$ cat config.mk
export PLATFORM = sky130hd
export DESIGN_NAME = imm_gen_pipe_flat
export DESIGN_NICKNAME = d
export VERILOG_FILES = /design/src/rtl/imm_gen_pipe_if.sv /design/src/rtl/imm_gen_pipe.sv /design/src/flat_wrapper.sv
export SDC_FILE = /design/constraint.sdc
export NUM_CORES = 1
export LEC_CHECK = 0
export CAP_MARGIN = 20
export CORE_MARGIN = 1
export CORE_UTILIZATION = 53
export DETAILED_ROUTE_END_ITERATION = 7
export PLACE_DENSITY = 0.86
export SLEW_MARGIN = 40
export SYNTH_ARGS = -nofsm -noshare
export SYNTH_HDL_FRONTEND = slang
export SYNTH_SLANG_ARGS = --single-unit
$ cat constraint.sdc
create_clock -name clk -period 5.16 [get_ports clk]
set_input_delay 1.032 -clock clk [delete_from_list [all_inputs] [get_ports clk]]
set_output_delay 1.032 -clock clk [all_outputs]
set_load 0.1 [all_outputs]
$ cat src/rtl/imm_gen_pipe_if.sv
// Stream interface for imm_gen_pipe: instruction in, immediate + format tag out.
// The imm_illegal signal exists only when IMMGEN_ILLEGAL_EN is defined.
interface imm_gen_pipe_if #(
    parameter int unsigned XLEN = 64
);
    logic            in_valid;
    logic            in_ready;
    logic [31:0]     instruction;
    logic            out_valid;
    logic            out_ready;
    logic [XLEN-1:0] imm_data;
    logic [2:0]      imm_fmt;
`ifdef IMMGEN_ILLEGAL_EN
    logic            imm_illegal;

    modport master (
        output in_valid, instruction, out_ready,
        input  in_ready, out_valid, imm_data, imm_fmt, imm_illegal
    );

    modport slave (
        input  in_valid, instruction, out_ready,
        output in_ready, out_valid, imm_data, imm_fmt, imm_illegal
    );
`else
    modport master (
        output in_valid, instruction, out_ready,
        input  in_ready, out_valid, imm_data, imm_fmt
    );

    modport slave (
        input  in_valid, instruction, out_ready,
        output in_ready, out_valid, imm_data, imm_fmt
    );
`endif
endinterface

$ cat src/rtl/imm_gen_pipe.sv
// Pipelined RV immediate generator with a 2-entry skid buffer.
// Decodes I/S/B/U/J/shift-amount immediates by full opcode, extends to XLEN and
// delivers {imm, fmt} over a valid/ready stream. in_ready is registered so there
// is no combinational path from out_ready back to the producer.
// Optional feature macro: IMMGEN_ILLEGAL_EN (adds imm_illegal, set for NONE entries).
module imm_gen_pipe #(
    parameter int unsigned XLEN = 64
) (
    input  logic               clk,
    input  logic               reset_n,
    input  logic               flush,
    imm_gen_pipe_if.slave      io
);

    localparam logic [2:0] FMT_NONE = 3'd0;
    localparam logic [2:0] FMT_I    = 3'd1;
    localparam logic [2:0] FMT_S    = 3'd2;
    localparam logic [2:0] FMT_B    = 3'd3;
    localparam logic [2:0] FMT_U    = 3'd4;
    localparam logic [2:0] FMT_J    = 3'd5;
    localparam logic [2:0] FMT_SH   = 3'd6;

    typedef enum logic [1:0] {
        EMPTY = 2'd0,
        ONE   = 2'd1,
        FULL  = 2'd2
    } state_t;

    state_t          state, state_nxt;
    logic            in_ready_q;

    logic [XLEN-1:0] head_imm, skid_imm;
    logic [2:0]      head_fmt, skid_fmt;

    logic [XLEN-1:0] dec_imm;
    logic [2:0]      dec_fmt;
    logic [63:0]     imm64;

    logic            accept, pop;
    logic            load_head_in, load_head_skid, load_skid;

    logic [31:0]     ins;
    logic [6:0]      opcode;
    logic [2:0]      funct3;

    assign ins    = io.instruction;
    assign opcode = ins[6:0];
    assign funct3 = ins[14:12];

    // Decode the presented instruction into a 64-bit immediate and a format tag;
    // the result is truncated to XLEN so XLEN=32 needs no zero-width replication.
    always_comb begin
        imm64   = '0;
        dec_fmt = FMT_NONE;
        case (opcode)
            7'b0010011: begin
                if (funct3 == 3'b001 || funct3 == 3'b101) begin
                    dec_fmt = FMT_SH;
                    if (XLEN == 64) imm64 = {58'd0, ins[25:20]};
                    else            imm64 = {59'd0, ins[24:20]};
                end else begin
                    dec_fmt = FMT_I;
                    imm64   = {{52{ins[31]}}, ins[31:20]};
                end
            end
            7'b0011011: begin
                if (funct3 == 3'b001 || funct3 == 3'b101) begin
                    dec_fmt = FMT_SH;
                    imm64   = {59'd0, ins[24:20]};
                end else begin
                    dec_fmt = FMT_I;
                    imm64   = {{52{ins[31]}}, ins[31:20]};
                end
            end
            7'b0000011, 7'b1100111: begin
                dec_fmt = FMT_I;
                imm64   = {{52{ins[31]}}, ins[31:20]};
            end
            7'b0100011: begin
                dec_fmt = FMT_S;
                imm64   = {{52{ins[31]}}, ins[31:25], ins[11:7]};
            end
            7'b1100011: begin
                dec_fmt = FMT_B;
                imm64   = {{51{ins[31]}}, ins[31], ins[7], ins[30:25], ins[11:8], 1'b0};
            end
            7'b0110111, 7'b0010111: begin
                dec_fmt = FMT_U;
                imm64   = {{32{ins[31]}}, ins[31:12], 12'd0};
            end
            7'b1101111: begin
                dec_fmt = FMT_J;
                imm64   = {{43{ins[31]}}, ins[31], ins[19:12], ins[20], ins[30:21], 1'b0};
            end
            default: begin
                dec_fmt = FMT_NONE;
                imm64   = '0;
            end
        endcase
        dec_imm = imm64[XLEN-1:0];
    end

    assign accept = io.in_valid & in_ready_q;
    assign pop    = io.out_valid & io.out_ready;

    // Next-state and buffer-load control; flush overrides any accept or pop.
    always_comb begin
        state_nxt      = state;
        load_head_in   = 1'b0;
        load_head_skid = 1'b0;
        load_skid      = 1'b0;
        if (flush) begin
            state_nxt = EMPTY;
        end else begin
            case (state)
                EMPTY: begin
                    if (accept) begin
                        state_nxt    = ONE;
                        load_head_in = 1'b1;
                    end
                end
                ONE: begin
                    if (accept && pop) begin
                        load_head_in = 1'b1;
                    end else if (accept) begin
                        state_nxt = FULL;
                        load_skid = 1'b1;
                    end else if (pop) begin
                        state_nxt = EMPTY;
                    end
                end
                FULL: begin
                    if (pop) begin
                        state_nxt      = ONE;
                        load_head_skid = 1'b1;
                    end
                end
                default: state_nxt = EMPTY;
            endcase
        end
    end

    // State register; in_ready is precomputed from the next state.
    always_ff @(posedge clk or negedge reset_n) begin
        if (!reset_n) begin
            state      <= EMPTY;
            in_ready_q <= 1'b1;
        end else begin
            state      <= state_nxt;
            in_ready_q <= (state_nxt != FULL);
        end
    end

    // Head/skid payload registers; contents hold when not loaded.
    always_ff @(posedge clk or negedge reset_n) begin
        if (!reset_n) begin
            head_imm <= '0;
            head_fmt <= '0;
            skid_imm <= '0;
            skid_fmt <= '0;
        end else begin
            if (load_head_in) begin
                head_imm <= dec_imm;
                head_fmt <= dec_fmt;
            end else if (load_head_skid) begin
                head_imm <= skid_imm;
                head_fmt <= skid_fmt;
            end
            if (load_skid) begin
                skid_imm <= dec_imm;
                skid_fmt <= dec_fmt;
            end
        end
    end

`ifdef IMMGEN_ILLEGAL_EN
    logic head_ill, skid_ill;

    // Illegal flag travels alongside its entry through the same head/skid path.
    always_ff @(posedge clk or negedge reset_n) begin
        if (!reset_n) begin
            head_ill <= 1'b0;
            skid_ill <= 1'b0;
        end else begin
            if (load_head_in)        head_ill <= (dec_fmt == FMT_NONE);
            else if (load_head_skid) head_ill <= skid_ill;
            if (load_skid)           skid_ill <= (dec_fmt == FMT_NONE);
        end
    end

    assign io.imm_illegal = head_ill;
`endif

    assign io.in_ready  = in_ready_q;
    assign io.out_valid = (state != EMPTY);
    assign io.imm_data  = head_imm;
    assign io.imm_fmt   = head_fmt;

endmodule
$ cat src/flat_wrapper.sv
// flat-port wrapper written by rule: the top's interface ports become plain ports
module imm_gen_pipe_flat 
#(
    parameter int unsigned XLEN = 64
)
  (clk, reset_n, flush, io_in_valid, io_instruction, io_out_ready, io_in_ready, io_out_valid, io_imm_data, io_imm_fmt);
  imm_gen_pipe_if #(.XLEN(XLEN)) io_i ();
  input  logic clk;
  input  logic reset_n;
  input  logic flush;
  input wire logic [$bits(io_i.in_valid)-1:0] io_in_valid;
  input wire logic [$bits(io_i.instruction)-1:0] io_instruction;
  input wire logic [$bits(io_i.out_ready)-1:0] io_out_ready;
  output wire logic [$bits(io_i.in_ready)-1:0] io_in_ready;
  output wire logic [$bits(io_i.out_valid)-1:0] io_out_valid;
  output wire logic [$bits(io_i.imm_data)-1:0] io_imm_data;
  output wire logic [$bits(io_i.imm_fmt)-1:0] io_imm_fmt;
  assign io_i.in_valid = io_in_valid;
  assign io_i.instruction = io_instruction;
  assign io_i.out_ready = io_out_ready;
  assign io_in_ready = io_i.in_ready;
  assign io_out_valid = io_i.out_valid;
  assign io_imm_data = io_i.imm_data;
  assign io_imm_fmt = io_i.imm_fmt;
  imm_gen_pipe #(.XLEN(XLEN)) u_core (.clk(clk), .reset_n(reset_n), .flush(flush), .io(io_i));
endmodule
# Yosys cells after proc, flatten, opt, wreduce, memory -nomap -nowiden
# Cells that the tools add are included.
# classes
eq_ne	14
muxes	26
n_bitwise	2
n_reduce_logical	8
# ops
op	n
$pmux W64 S7	1
$mux W64	4
$eq A7 B5 Y1 const B	3
$eq A7 B7 Y1 const B	3
$pmux W3 S6	1
$eq A7 B6 Y1 const B	2
$mux W2	6
$mux W1	9
$mux W3	3
$eq A7 B2 Y1 const B	1
$pmux W2 S3	1
$reduce_or A2 Y1	3
$reduce_bool A2 Y1	2
$eq A3 B1 Y1 const B	1
$eq A3 B3 Y1 const B	1
$and A1 B1 Y1	2
$eq A2 B1 Y1 const B	1
$eq A2 B2 Y1 const B	1
$logic_not A2 Y1	1
$ne A2 B2 Y1 const B	1
$pmux W1 S2	1
$logic_and A1 B1 Y1	1
$logic_or A1 B1 Y1	1
# word_totals
reg_bits	137
in_bits	37

# Depth between registers and ports, before layout
# Gate-level depths: netlist (run 1).
# depth
depth_word	8
ltp_mapped	7

# Worst setup path after synthesis (run 1)
# No wires, ideal clock.
# synth_path
path_kind	flip-flop to output port
startpoint	reg, netlist name u_core.io.imm_data[62]
endpoint	out io_imm_data[32]
arrival_ps	1851
t_required_ps	4128
slack_ps	2277
stages_incl_launch_ff	2
cell_sequence	dfrtp_1 -> buf_4
# synth_rtl
item	line	rtl
to (decl)	flat_wrapper.sv:16	output wire logic [$bits(io_i.imm_data)-1:0] io_imm_data;

# Final worst setup path (run 1)
# layout_path
startpoint	in io_instruction[3]
endpoint	reg u_core.skid_imm[16]
# layout_via
elab_chain_len	3
# layout_lines
item	line	rtl
from (decl)	flat_wrapper.sv:12	input wire logic [$bits(io_i.instruction)-1:0] io_instruction;
$eq A7 B6 Y1, or another cell as far along	imm_gen_pipe.sv:55	case (opcode)
$reduce_or A2 Y1	imm_gen_pipe.sv:55	
$pmux W64 S7 (*)	imm_gen_pipe.sv:55	
to (signal assigned)	imm_gen_pipe.sv:170	skid_imm <= dec_imm;
to (decl)	imm_gen_pipe.sv:32	logic [XLEN-1:0] head_imm, skid_imm;
# Every way passes the cells marked *; elsewhere a longest branch is shown, timed or not.
# A chain may end at the register's enable or synchronous reset.

==> flow_metrics.py, run 1 <==
metrics = {
    "run_status": {
        "status": "finished, final reports clean",
    },
    "synth": {
        "synth_compound_area_frac": 0.212,
        "synth.distinct_cells": 51,
        "synth_top_family_by_area": "compound AO/OA/AOI/OAI gates",
        "syn_area_sq_um": 4100,
        "synth_area_leader_cell": "dfrtp_1",
        "synthMuxAreaShare": 0.0821,
        "synth-seq-area-share": 0.446,
        "synthCells": 427,
        "yosys.area_share.xor_xnor": 0.00427,
        "syn-num-nets": 464,
        "synth_area_leaders": "dfrtp_1 (44%), a31oi_1 (6.3%), buf_4 (6.0%)",
        "ys_seq_elements": 73,
        "synth_edf_count": 0,
        "synthSimpleGateAreaFrac": 0.154,
        "yosysTopAreaCellShare": 0.440,
        "synth_ff_type": "dfrtp_1",
        "yosysWarningCount": 0,
        "syn-mean-instance-area_sq_um": 9.60,
        "synth_fa_ha_area_frac": 0,
        "ys_async_sr_fraction": 1.00,
    },
    "final_layout": {
        "final_core_util": 0.654,
        "regArea_sq_um": 1830,
        "drive_gt1_frac": 0.252,
        "design_area_sq_um": 4820,
        "multi_input_area_sq_um": 1860,
        "fin_nets": 520,
        "syn2layout_area_growth_pct": 17.7,
        "antennaDiodeCount": 0,
        "n_fill_cell": 617,
    },
    "placement": {
        "placed_area_sq_um": 4590,
        "place_ws_ns": 1.44,
        "port_buffers": 105,
        "gp_congestion": 0.860,
        "dp_hpwl_microns": 6970,
    },
    "power_and_ir_drop": {
        "irDropWorstVdd_mv": 0.315,
        "p_int_mw": 1.19,
        "power_per_cell_area_nw_per_um2": 488,
        "leakage_nw": 2.10,
        "switching_share": 0.494,
        "combPwrFrac": 0.460,
        "p_clk_frac": 0.217,
        "power_mw": 2.35,
        "seq_power_share": 0.323,
        "p_switching_mw": 1.16,
    },
    "timing": {
        "finalMaxSlewViolations": 0,
        "fmax_mhz": 298,
        "fin_crit_sh": 0.650,
        "setup_slack_ns": 1.81,
        "hold_viol_final": 0,
        "setup_viol_count_final": 0,
        "rsz0062_at_grt": "false",
        "setup_tns_ns": 0,
        "min_period_ns": 3.35,
        "worst_slew_pin_slew_ns": 0.873,
        "skew_ns": 0.00679,
        "slew_headroom": 0.418,
    },
    "floorplanning": {
        "rows": 31,
        "start_util": 0.556,
        "coreArea_sq_um": 7370,
        "fp.dieW_microns": 89.9,
        "die_h_microns": 89.9,
        "dieArea_sq_um": 8090,
        "io_pins": 106,
    },
    "setup_path": {
        "critical_path_arrival_ns": 3.62,
        "path_max_fanout": 13,
        "cp-end-kind": "register",
        "crit_type": "primary input to register",
        "critPathLaunchType": "primary input",
        "slowest_stage": "nor3_2",
        "cp_cell_sequence": "clkdlybuf4s50_1 -> nand3b_1 -> nor3_2 -> buf_4 -> o21ai_0 -> a31oi_1",
        "worstPathRequired_ns": 5.43,
        "reg2reg_setup_slack_ns": 2.66,
        "critPathMaxStageDelay_ns": 0.78,
    },
    "min_path": {
        "hp-class": "register to register",
    },
    "route": {
        "remaining_drc_errors": 0,
        "drt_iter0_drc": 289,
        "vias_per_cell": 6.02,
        "drt-total-wl_microns": 10300,
        "via_count": 3536,
        "wire_per_inst_microns": 17.5,
        "antenna_left": 0,
        "drt_first_pass_iters": 5,
    },
    "global_route": {
        "overflow": 0,
        "antenna_found_initial": 0,
        "track_usage": 0.258,
        "grt_pass1_vias": 3449,
        "grt_max_degree": 39,
        "grt_pass1_wl_microns": 16700,
    },
    "clock_tree": {
        "cts_root_buf": "clkbuf_8",
        "clk_pin_slew_ns": 0.07,
        "cts_buffer_depth": 2,
        "h-tree-depth": 3,
        "cts_hold_buf": 0,
        "post_cts_buffers": 0,
        "post_cts_resized": 0,
        "cts_tree": "built",
        "clock-sinks": 73,
        "cts_buffers": 9,
        "clk_latency_ns": 0.35,
    },
    "flow_run": {
        "maxCapViolations": 0,
    },
}
-- routing by layer --
layer	GRT usage	part of all wire
met5	0	0
met4	0.0941	0.013
met2	0.422	0.49
met3	0.0550	0.068
met1	0.338	0.43
-- cell usage after synthesis (2+ instances only) --
cell	count
o221ai_1	2
a221oi_1	4
o311ai_0	2
buf_2	12
or3_1	2
a211oi_1	14
o21ai_0	16
nand3_1	7
buf_4	33
and2_1	3
xnor2_1	2
mux2_2	13
clkbuf_1	21
nor4_1	2
o211ai_1	2
a31o_2	4
a31oi_1	41
nor3_1	15
nor2_1	19
dfrtp_1	72
o22ai_1	22
a21oi_1	15
nand2_1	38
nor3_2	2
nor4bb_1	2
mux2i_1	19
inv_1	4
nor2b_1	15
nand3b_1	2
-- state kept, by name (all words and copies together), names as in the netlist --
register / count
u_core.state: 2
u_core.skid_fmt: 3
u_core.io.imm_fmt: 3
u_core.io.in_ready: 1
u_core.io.imm_data: 32
u_core.skid_imm: 32
-- placed cells by master, fill, tap and decap left out, types with 7 or more instances in the layout --
| master | n |
|---|---|
| clkbuf_8 | 11 |
| nand2_1 | 38 |
| mux2_2 | 13 |
| nor2b_1 | 15 |
| o21ai_0 | 16 |
| nor3_1 | 15 |
| a21oi_1 | 15 |
| buf_2 | 69 |
| nand3_1 | 7 |
| mux2i_1 | 19 |
| clkdlybuf4s50_1 | 35 |
| dfrtp_1 | 72 |
| o22ai_1 | 22 |
| a211oi_1 | 14 |
| nor2_1 | 18 |
| a31oi_1 | 41 |
| buf_4 | 9 |
-- worst max-delay path, delay by kind of cell --
kind,cells,cell delay (ns)
buf+inv,2,0.85
simple gates,2,1.37
compound gates,2,0.36
-- per-stage QoR --
step / std cells / hold WS (ns)
2_1_floorplan: 427 / 0.451
3_3_place_gp: 571 / 0.463
3_5_place_dp: 571 / 0.475
4_1_cts: 587 / 0.493
5_1_grt: 587 / 0.526
6_report: 587 / 0.489
-- kinds of logic (layout without fill, tap and decap cells) --
family / Yosys count / in the layout
simple gates: 119 / 119
xor+xnor: 2 / 2
buf+inv: 72 / 133
mux: 32 / 32
compound gates: 129 / 129
flops: 73 / 73
-- worst paths after layout --
check	start	cells after the start	end
min reg2reg	u_core.skid_fmt[1]$_DFFE_PN0P_	2	u_core.skid_fmt[1]$_DFFE_PN0P_
min in group asynchronous	reset_n	1	u_core.skid_imm[19]$_DFFE_PN0P_
max in group asynchronous	reset_n	2	u_core.io.imm_data[9]$_DFFE_PN0P_
max	io_instruction[3]	6	u_core.skid_imm[16]$_DFFE_PN0P_
max reg2reg	u_core.io.in_ready$_DFF_PN1_	5	u_core.io.imm_data[15]$_DFFE_PN0P_
min	u_core.skid_fmt[1]$_DFFE_PN0P_	2	u_core.skid_fmt[1]$_DFFE_PN0P_
-- layout make-up --
class | instances | share of cell area
sequential | 73 | 0.379
tap | 99 | 0.0257
clock buffer | 12 | 0.0322
inverter | 4 | 0.00311
clock inverter | 4 | 0.0156
multi-input combinational | 282 | 0.386
timing repair buffer | 113 | 0.158
-- power by group through the flow --
stage               Sequential (mW)  Combinational [mW]  Clock, mW
global route                  0.775                1.12      0.540
global placement              0.765                1.16          0
finish                        0.760                1.08      0.511
CTS                           0.759                1.09      0.519
floorplan                      1.10               0.633          0
detailed placement            0.769                1.08          0
(Power assumes the default switching activity.)
==> run 2: changes to the inputs <==
--- a/config.mk
+++ b/config.mk
@@ -7,9 +7,9 @@
 export LEC_CHECK = 0
 export CAP_MARGIN = 20
 export CORE_MARGIN = 1
-export CORE_UTILIZATION = 53
+export CORE_UTILIZATION = 49
 export DETAILED_ROUTE_END_ITERATION = 7
-export PLACE_DENSITY = 0.86
+export PLACE_DENSITY = 0.8
 export SLEW_MARGIN = 40
 export SYNTH_ARGS = -nofsm -noshare
 export SYNTH_HDL_FRONTEND = slang
==> constraint.sdc (replaced) <==
create_clock -name clk -period 3.3 [get_ports clk]
set_input_delay 0.66 -clock clk [delete_from_list [all_inputs] [get_ports clk]]
set_output_delay 0.66 -clock clk [all_outputs]
set_load 0.1 [all_outputs]
==> run 2 against run 1 <==
Net effect: total power grew 53%; non-clock buffer count grew 16; core utilization shrank 0.97 points; critical path depth is the same; via count grew 2.7%; register-to-register slack lost 1.4 ns; critical path type unchanged; combinational power grew 67%; cell area grew 5.4%; global-route usage grew 0.13 points; routed wire length grew 5.3%.
==> flow_metrics.py, run 2 (synthesis results as in run 1) <==
metrics = {
    "global_route": {
        "antenna_found_initial": 0,
        "track_usage": 0.259,
        "overflow": 0,
        "grt_pass1_wl_microns": 17500,
        "grt_max_degree": 41,
        "grt_pass1_vias": 3517,
    },
    "setup_path": {
        "critical_path_arrival_ns": 2.73,
        "critPathLaunchType": "primary input",
        "cp-end-kind": "register",
        "reg2reg_setup_slack_ns": 1.26,
        "path_max_fanout": 18,
        "crit_type": "primary input to register",
        "reg2reg_to": "u_core.io.imm_data[9]$_DFFE_PN0P_",
        "worstPathRequired_ns": 3.53,
        "reg2reg_depth": 5,
        "rr_startpoint": "u_core.io.in_ready$_DFF_PN1_",
    },
    "clock_tree": {
        "clk_pin_slew_ns": 0.08,
        "h-tree-depth": 3,
        "cts_hold_buf": 0,
        "cts_tree": "built",
        "cts_buffer_depth": 2,
        "clock-sinks": 73,
        "clk_latency_ns": 0.34,
        "cts_buffers": 9,
        "post_cts_buffers": 0,
        "cts_root_buf": "clkbuf_8",
        "post_cts_resized": 0,
    },
    "route": {
        "vias_per_cell": 5.99,
        "wire_per_inst_microns": 17.9,
        "remaining_drc_errors": 0,
        "drt_iter0_drc": 219,
        "antenna_left": 0,
        "drt-total-wl_microns": 10800,
        "via_count": 3630,
        "drt_first_pass_iters": 5,
    },
    "timing": {
        "fmax_mhz": 401,
        "skew_ns": 0.00779,
        "setup_viol_count_final": 0,
        "fin_crit_sh": 0.755,
        "min_period_ns": 2.49,
        "rsz0062_at_grt": "false",
        "hold_viol_final": 0,
        "worst_slew_pin_slew_ns": 0.789,
        "slew_headroom": 0.473,
        "finalMaxSlewViolations": 0,
        "setup_tns_ns": 0,
    },
    "placement": {
        "gp_congestion": 0.868,
        "port_buffers": 105,
        "numPlacedInstances": 590,
        "dp_hpwl_microns": 7580,
    },
    "final_layout": {
        "fin_nets": 536,
        "syn2layout_area_growth_pct": 24.1,
        "final_core_util": 0.645,
        "antennaDiodeCount": 0,
        "drive_gt1_frac": 0.280,
        "mostFrequentLayoutCells": "buf_4 (91), dfrtp_1 (71), a31oi_1 (41)",
        "mostFrequentLayoutCell": "buf_4",
        "layout.cells.non_filler": 606,
    },
    "flow_run": {
        "maxCapViolations": 0,
    },
    "floorplanning": {
        "io_pins": 106,
        "dieArea_sq_um": 8730,
        "coreArea_sq_um": 7890,
        "start_util": 0.520,
        "die_h_microns": 93.4,
        "rows": 32,
        "fp.dieW_microns": 93.4,
    },
    "min_path": {
        "hp-class": "primary input to asynchronous set/reset pin",
    },
    "power_and_ir_drop": {
        "power_per_cell_area_nw_per_um2": 711,
        "leakage_nw": 2.20,
        "irDropWorstVdd_mv": 0.355,
        "power_mw": 3.61,
    },
    "run_status": {
        "status": "finished, final reports clean",
    },
}
-- run 2: cell types whose count changed in the layout (fill, tap and decap cells not counted), moves of 2 or more --
| cell | before | now |
|---|---|---|
| buf_12 | 0 | 2 |
| buf_2 | 69 | 1 |
| buf_4 | 9 | 91 |
| bufinv_16 | 2 | 0 |
| clkbuf_8 | 11 | 9 |
| clkinv_2 | 0 | 3 |
-- run 2: power breakdown --
| part | switching (mW) | internal, mW |
|---|---|---|
| Combinational | 1.38 | 0.416 |
| Clock | 0.345 | 0.271 |
| Sequential | 0.122 | 1.08 |
-- run 2: metrics by stage --
stage / area (sq um) / hold WS [ns] / setup WS (ns)
after global placement: 4900 / 0.463 / 0.262
after global routing: 5080 / 0.286 / 0.740
after floorplan: 4100 / 0.364 / 0.789
after detailed placement: 4910 / 0.471 / 0.484
after CTS: 5080 / 0.418 / 0.849
final: 5080 / 0.261 / 0.809
-- run 2: worst max-delay path by stage --
stage / startpoint / endpoint / slack [ns]
after floorplan: u_core.io.imm_data[62]$_DFFE_PN0P_ / io_imm_data[32] / 0.79
final: io_instruction[4] / u_core.io.imm_data[3]$_DFFE_PN0P_ / 0.81
after global placement: io_instruction[4] / u_core.skid_imm[22]$_DFFE_PN0P_ / 0.26
after detailed placement: io_instruction[4] / u_core.io.imm_data[2]$_DFFE_PN0P_ / 0.48
after global routing: io_instruction[4] / u_core.io.imm_data[24]$_DFFE_PN0P_ / 0.74
after CTS: io_instruction[4] / u_core.io.imm_data[3]$_DFFE_PN0P_ / 0.85
-- run 2: critical path, stage by stage --
cell and delay [ns]:
clkdlybuf4s50_1 0.61, and4b_1 0.27, and4_1 0.26, buf_4 0.22, or3_1 0.41, a31o_2 0.28
-- run 2: final cells by class --
cell class | count | area [sq um]
well taps | 102 | 128
clock inverters | 7 | 46.3
multi-input cells | 282 | 1860
fillers | 689 | 2800
inverters | 4 | 15.0
clock buffers | 9 | 124
flip-flops and latches | 73 | 1830
repair buffers | 129 | 1080
-- run 2: metal layers --
layer  up-vias  wire, microns  GRT usage
li1       1696              -          -
met2       155           5260      0.413
met3        15            745     0.0390
met4         0            149     0.0859
met5         -              0          0
met1      1764           4690      0.361
